$ cat src/rtl/motor_command_executor.sv
// Executes avancar/girar/remover command levels as timed wheel/arm actions, tracks heading and, with ODOMETRY_EN, grid position.
// A command sampled at edge k drives its actuators for cycles k+1..k+N; commands arriving while busy are dropped, never queued.
module motor_command_executor #(
  parameter int FWD_CYCLES    = 8,
  parameter int TURN_CYCLES   = 12,
  parameter int REMOVE_CYCLES = 20,
  parameter int CNT_W         = 8,
  parameter int POS_W         = 8
) (
  input  logic             clockc2,
  input  logic             reset,
  input  logic             avancar,
  input  logic             girar,
  input  logic             remover,
  output logic             motor_esq,
  output logic             motor_dir,
  output logic             motor_dir_rev,
  output logic             braco,
  output logic             busy,
  output logic             done,
  output logic             erro,
  output logic [1:0]       heading,
  output logic [POS_W-1:0] pos_x,
  output logic [POS_W-1:0] pos_y
);

  typedef enum logic [1:0] {
    IDLE    = 2'd0,
    FORWARD = 2'd1,
    TURN    = 2'd2,
    REMOVE  = 2'd3
  } state_t;

  localparam logic [CNT_W-1:0] FWD_LOAD  = CNT_W'(FWD_CYCLES - 1);
  localparam logic [CNT_W-1:0] TURN_LOAD = CNT_W'(TURN_CYCLES - 1);
  localparam logic [CNT_W-1:0] REM_LOAD  = CNT_W'(REMOVE_CYCLES - 1);
  localparam logic [CNT_W-1:0] CNT_ONE   = CNT_W'(1);

  state_t           state_q;
  logic [CNT_W-1:0] cnt_q;
  logic             motor_esq_q;
  logic             motor_dir_q;
  logic             motor_dir_rev_q;
  logic             braco_q;
  logic             busy_q;
  logic             done_q;
  logic             erro_q;
  logic [1:0]       heading_q;
  logic             multi_cmd;

  assign multi_cmd = (avancar & girar) | (avancar & remover) | (girar & remover);

  always_ff @(posedge clockc2 or posedge reset) begin
    if (reset) begin
      state_q         <= IDLE;
      cnt_q           <= '0;
      motor_esq_q     <= 1'b0;
      motor_dir_q     <= 1'b0;
      motor_dir_rev_q <= 1'b0;
      braco_q         <= 1'b0;
      busy_q          <= 1'b0;
      done_q          <= 1'b0;
      erro_q          <= 1'b0;
      heading_q       <= 2'd0;
    end else begin
      done_q <= 1'b0;
      erro_q <= 1'b0;
      if (state_q == IDLE) begin
        erro_q <= multi_cmd;
        // Priority remover > girar > avancar; losers are simply dropped.
        if (remover) begin
          state_q <= REMOVE;
          cnt_q   <= REM_LOAD;
          busy_q  <= 1'b1;
          braco_q <= 1'b1;
        end else if (girar) begin
          state_q         <= TURN;
          cnt_q           <= TURN_LOAD;
          busy_q          <= 1'b1;
          motor_esq_q     <= 1'b1;
          motor_dir_rev_q <= 1'b1;
        end else if (avancar) begin
          state_q     <= FORWARD;
          cnt_q       <= FWD_LOAD;
          busy_q      <= 1'b1;
          motor_esq_q <= 1'b1;
          motor_dir_q <= 1'b1;
        end
      end else if (cnt_q == '0) begin
        state_q         <= IDLE;
        busy_q          <= 1'b0;
        done_q          <= 1'b1;
        motor_esq_q     <= 1'b0;
        motor_dir_q     <= 1'b0;
        motor_dir_rev_q <= 1'b0;
        braco_q         <= 1'b0;
        if (state_q == TURN) begin
          heading_q <= heading_q + 2'd1;
        end
      end else begin
        cnt_q <= cnt_q - CNT_ONE;
      end
    end
  end

  assign motor_esq     = motor_esq_q;
  assign motor_dir     = motor_dir_q;
  assign motor_dir_rev = motor_dir_rev_q;
  assign braco         = braco_q;
  assign busy          = busy_q;
  assign done          = done_q;
  assign erro          = erro_q;
  assign heading       = heading_q;

`ifdef ODOMETRY_EN
  localparam logic [POS_W-1:0] POS_ONE = POS_W'(1);

  logic [POS_W-1:0] pos_x_q;
  logic [POS_W-1:0] pos_y_q;
  logic             fwd_done;

  // Position moves on the same edge the FORWARD action retires, so it is visible with done.
  assign fwd_done = (state_q == FORWARD) && (cnt_q == '0);

  always_ff @(posedge clockc2 or posedge reset) begin
    if (reset) begin
      pos_x_q <= '0;
      pos_y_q <= '0;
    end else if (fwd_done) begin
      case (heading_q)
        2'd0:    pos_y_q <= pos_y_q + POS_ONE;
        2'd1:    pos_x_q <= pos_x_q + POS_ONE;
        2'd2:    pos_y_q <= pos_y_q - POS_ONE;
        default: pos_x_q <= pos_x_q - POS_ONE;
      endcase
    end
  end

  assign pos_x = pos_x_q;
  assign pos_y = pos_y_q;
`else
  assign pos_x = '0;
  assign pos_y = '0;
`endif

endmodule

$ cat config.mk
export PLATFORM = sky130hd
export DESIGN_NAME = motor_command_executor
export DESIGN_NICKNAME = d
export VERILOG_FILES = /design/src/rtl/motor_command_executor.sv
export SDC_FILE = /design/constraint.sdc
export NUM_CORES = 1
export LEC_CHECK = 0
export BUFFER_PORTS_ARGS = -buffer_cell sky130_fd_sc_hd__buf_2
export CORE_UTILIZATION = 50
export DETAILED_ROUTE_END_ITERATION = 16
export PLACE_DENSITY = 0.86
export RECOVER_POWER = 50
export SYNTH_ARGS = -nofsm -noshare
export SYNTH_HDL_FRONTEND = slang
export SYNTH_SLANG_ARGS = --single-unit
$ cat constraint.sdc
create_clock -name clockc2 -period 2.8 [get_ports clockc2]
set_clock_uncertainty 0.15 [all_clocks]
set_input_delay 0.84 -clock clockc2 [delete_from_list [all_inputs] [get_ports clockc2]]
set_output_delay 0.84 -clock clockc2 [all_outputs]
set_load 0.02 [all_outputs]
* Word level (Yosys, flattened, before mapping)
Cells that the tools add are included.
Operators by class: add/subtract/negate cells 2, equality and inequality tests 9, mux-type cells 28, bitwise operators 6, reductions and logical operators 10
Operators by type and width (count):
- 8-bit two-way mux | 5
- 1-bit two-way mux | 18
- 2-bit != test (second input constant) | 6
- 2-bit two-way mux | 5
- 3-bit AND reduction | 3
- 8-bit logical NOT | 1
- 8-bit by 1-bit subtractor with 8-bit output (second input constant) | 1
- 2-bit AND reduction | 3
- 4-bit != test (second input constant) | 1
- 4-bit AND reduction | 1
- 1-bit bitwise AND | 3
- 3-bit != test (second input constant) | 1
- 2-bit by 1-bit adder with 2-bit output (second input constant) | 1
- 2-bit == test (second input constant) | 1
- 2-bit logical NOT | 1
- 1-bit bitwise OR | 2
- 2-bit nonzero test | 1
- 1-bit inverter | 1
Storage, ports and cells: bits in registers 19

* Longest topological paths before layout
depth after elaboration 4, gate-level depth with buffers 7, mapped depth without buffers 6

* Worst setup path before layout
Ideal clock, no wire load.
kind input -> register, start point input remover, end point register cnt_q[7], setup time 84 ps, arrival 1920 ps, setup slack 646 ps, stages 5, buffers on the path 1, path through clkbuf_1 or3_1 nor2_1 or4_1 a21boi_0
On the way: word-level cells in the longest chain between the ends 2, elaborated cells between the ends (all ways) 4, classes of those cells eq/ne (1); mux (2); reduce/logical (1)
Ends and longest elaborated chain:
- start: declaration | RTL line 14 | input logic remover,
- 4-bit != test (no line) or 8-bit two-way mux (tied branches)
- 2-bit AND reduction (no line) or 8-bit two-way mux (tied branches)
- end signal: assignment | RTL line 101 | cnt_q <= cnt_q - CNT_ONE;
- end: declaration | RTL line 40 | logic [CNT_W-1:0] cnt_q;
Several ways; a longest one is shown, not always the timed one. A chain may end at the register's enable or synchronous reset.

* Worst setup path in the final report
start point register cnt_q[0], end point register cnt_q[1]
On the way: word-level cells in the longest chain between the ends 3, elaborated cells between the ends (all ways) 6, classes of those cells add/sub (1); eq/ne (1); mux (2); reduce/logical (2)
Ends and longest elaborated chain (RTL line):
- 8-bit by 1-bit subtractor with 8-bit output or 8-bit logical NOT (tied branches) | 101, 89
- 8-bit two-way mux or 2-bit != test (tied branches)
- 8-bit two-way mux or 2-bit AND reduction (tied branches)
Several ways; a longest one is shown, not always the timed one. The select of a mux whose other input is x is not followed.

==> impl_metrics.yaml <==
die:
  core_area_um2: 1982
  rows: 16
  dieArea_um2: 2336
  pin_count: 30
  die_w_um: 48.34
  die_h_um: 48.34
  start_util_pct: 54.17
clocking:
  cts_tree: "built"
  cts_made_buffers: 3
  clkSinkCount: 19
  cts_root_buf: "clkbuf_4"
  clk_path_buf_depth: 2
  cts_setup_buffers: 0
  path_clk_slew_ps: 100
  htree_levels: 1
  post_cts_resized: 0
  clock_latency_ps: 310
  hold_buffers: 0
setup_path:
  cp-end-kind: "flop"
  ff2ff_setup_slack_ps: 520
  critPathKind: "reg2reg"
  cp-start-kind: "flop"
  crit_arrival_ps: 2320
  worst-endpoint-required_ps: 2840
  rr_worst_depth: 6
  critPathMaxFanout: 16
timing:
  timing.fmax_ghz: 0.4393
  final-hold-violation-count: 0
  setup_viol: 0
  hold_slack_ps: 328.1
  period_share_pct: 81.31
  tightest_slew_ps: 720.2
  rsz0062_at_grt: "no"
  drv_slew: 0
  fin_ws_ps: 523.4
  finalCriticalPeriod_ps: 2277
  slew_headroom_pct: 51.94
  finalSetupTns_ps: 0
synth:
  synth.area.top_cells: "dfrtp_1, buf_4, nor2_1"
  avgSynthCellArea_um2: 9.255
  syn_inst: 116
  yosysSeqAreaShare_pct: 44.29
  ys_ff_latch: 19
  synth_cell_types: 34
  yosys.area.top_type_share_pct: 44.29
  synth_edf_count: 0
  yosys_warnings: 0
  async_flop_share_pct: 100.0
  yosysTopAreaCell: "dfrtp_1"
  synthFlopType: "dfrtp_1"
  netlist_area_um2: 1074
hold_path:
  hp-class: "reg2reg"
  hold_depth: 1
place:
  dpl.hpwl_um: 1446
  dpl-instance-area_um2: 1092
  dp_worst_setup_slack_ps: 502.4
  io_buffers: 13
  dp.cells: 152
  place.gp.congestion: 0.7993
route:
  drtIter0Drc: 19
  totalWireLength_um: 1917
  post-route-drc-count: 0
  ant_nets: 0
  via_per_inst: 5.327
  drt_first_pass_iters: 5
  post_drt_wl_per_cell_um: 12.29
  via_count: 831
finish:
  seq_area_um2: 475.5
  syn_to_final_growth_pct: 4.196
  drive_above_1_share_pct: 17.05
  diodes: 0
  multiInputGateArea_um2: 488.0
  nNetsFinal: 137
  fillers: 181
  mostFrequentLayoutCell: "dfrtp_1"
  final_cell_mix: "dfrtp_1, nor2_1, conb_1, buf_2"
  final_cell_area_um2: 1119
  fin_cells: 156
global_route:
  grt_usage_pct: 17.82
  gr-total-overflow: 0
  grt_max_degree: 20
  grt_pass1_wl_um: 3277
  antenna_found_initial: 0
  first_global_vias: 742
pwr:
  vdd_drop_max_mv: 0.3062
  cellPowerDensity_nw_per_um2: 690.7
  p_leak_nw: 0.5205
run_status:
  status: "complete, no violations"
flow_run:
  maxCapViolations: 0
per-layer routing:
layer | share of wire [%] | vias up | wire [um] | global-route usage (%)
met3 | 5.2 | 6 | 99 | 1.887
met2 | 49 | 34 | 945 | 30.99
met1 | 43 | 394 | 827 | 22.63
li1 | - | 397 | - | -
met4 | 2.3 | 0 | 44 | 7.353
met5 | 0 | - | 0 | 0
path summary, 6_finish.rpt:
check	startpoint	end
worst max register to register	cnt_q[0]	cnt_q[1]
worst max-delay path	cnt_q[0]	cnt_q[1]
worst min register to register	heading[1]	heading[1]
worst min-delay path	heading[1]	heading[1]
min in group asynchronous	reset	state_q[1]
max in group asynchronous	reset	cnt_q[1]
where the power goes:
part / internal [W] / total [W] / switching [W]
registers: 0.000336 / 0.000406 / 0.0000693
logic: 0.000103 / 0.000227 / 0.000124
clock network: 0.0000533 / 0.000140 / 0.0000867
total: 0.000492 / 0.000773 / 0.000280
critical path, cell delays in order (launching register included):
cell and delay (ps):
dfrtp_1 430, inv_1 110, ha_1 140, or3b_2 500, nor3_4 520, nor2_1 170, a2bb2oi_1 160
cell usage after synthesis, types with 2 or more instances:
| master | count |
|---|---|
| a31oi_1 | 2 |
| nand3_1 | 4 |
| o311ai_0 | 2 |
| buf_4 | 16 |
| ha_1 | 2 |
| clkbuf_1 | 2 |
| inv_1 | 6 |
| nor2_1 | 16 |
| o22ai_1 | 2 |
| dfrtp_1 | 19 |
| xnor2_1 | 2 |
| o41ai_1 | 2 |
| a2bb2oi_1 | 3 |
| a21oi_1 | 7 |
| o21ai_0 | 7 |
| nand2_1 | 6 |
state kept, by name, summed over array words and instances (netlist names):
signal	flops
motor_dir	1
state_q	2
motor_dir_rev	1
motor_esq	1
erro	1
braco	1
cnt_q	8
busy	1
done	1
heading	2
final cells by class:
type,instances,share of cell area [%]
tap,27,3.020
timing repair buffer,14,6.376
multi-input combinational,86,43.62
sequential,19,42.51
clock inverter,1,0.4474
clock buffer,3,2.013
inverter,6,2.013
logic make-up (layout without fill, tap and decap cells):
family          count (synthesis)  after routing  share of synthesized area [%]
xor+xnor                        2              2                          1.632
flops                          19             19                          44.29
buf+inv                        26             24                          15.50
compound gates                 29             29                          17.48
fa+ha+maj                       2              2                          2.331
other cells                     1             16                         0.3493
simple gates                   37             37                          18.42
stage by stage:
stage	total power, W	utilization, %
6_report	0.0007726	56.44
2_1_floorplan	0.0005945	-
3_3_place_gp	0.0006206	55.11
4_1_cts	0.0007729	56.50
3_5_place_dp	0.0006340	55.11
5_1_grt	0.0008240	56.44
Note: power is estimated with default switching activity, not from simulation.
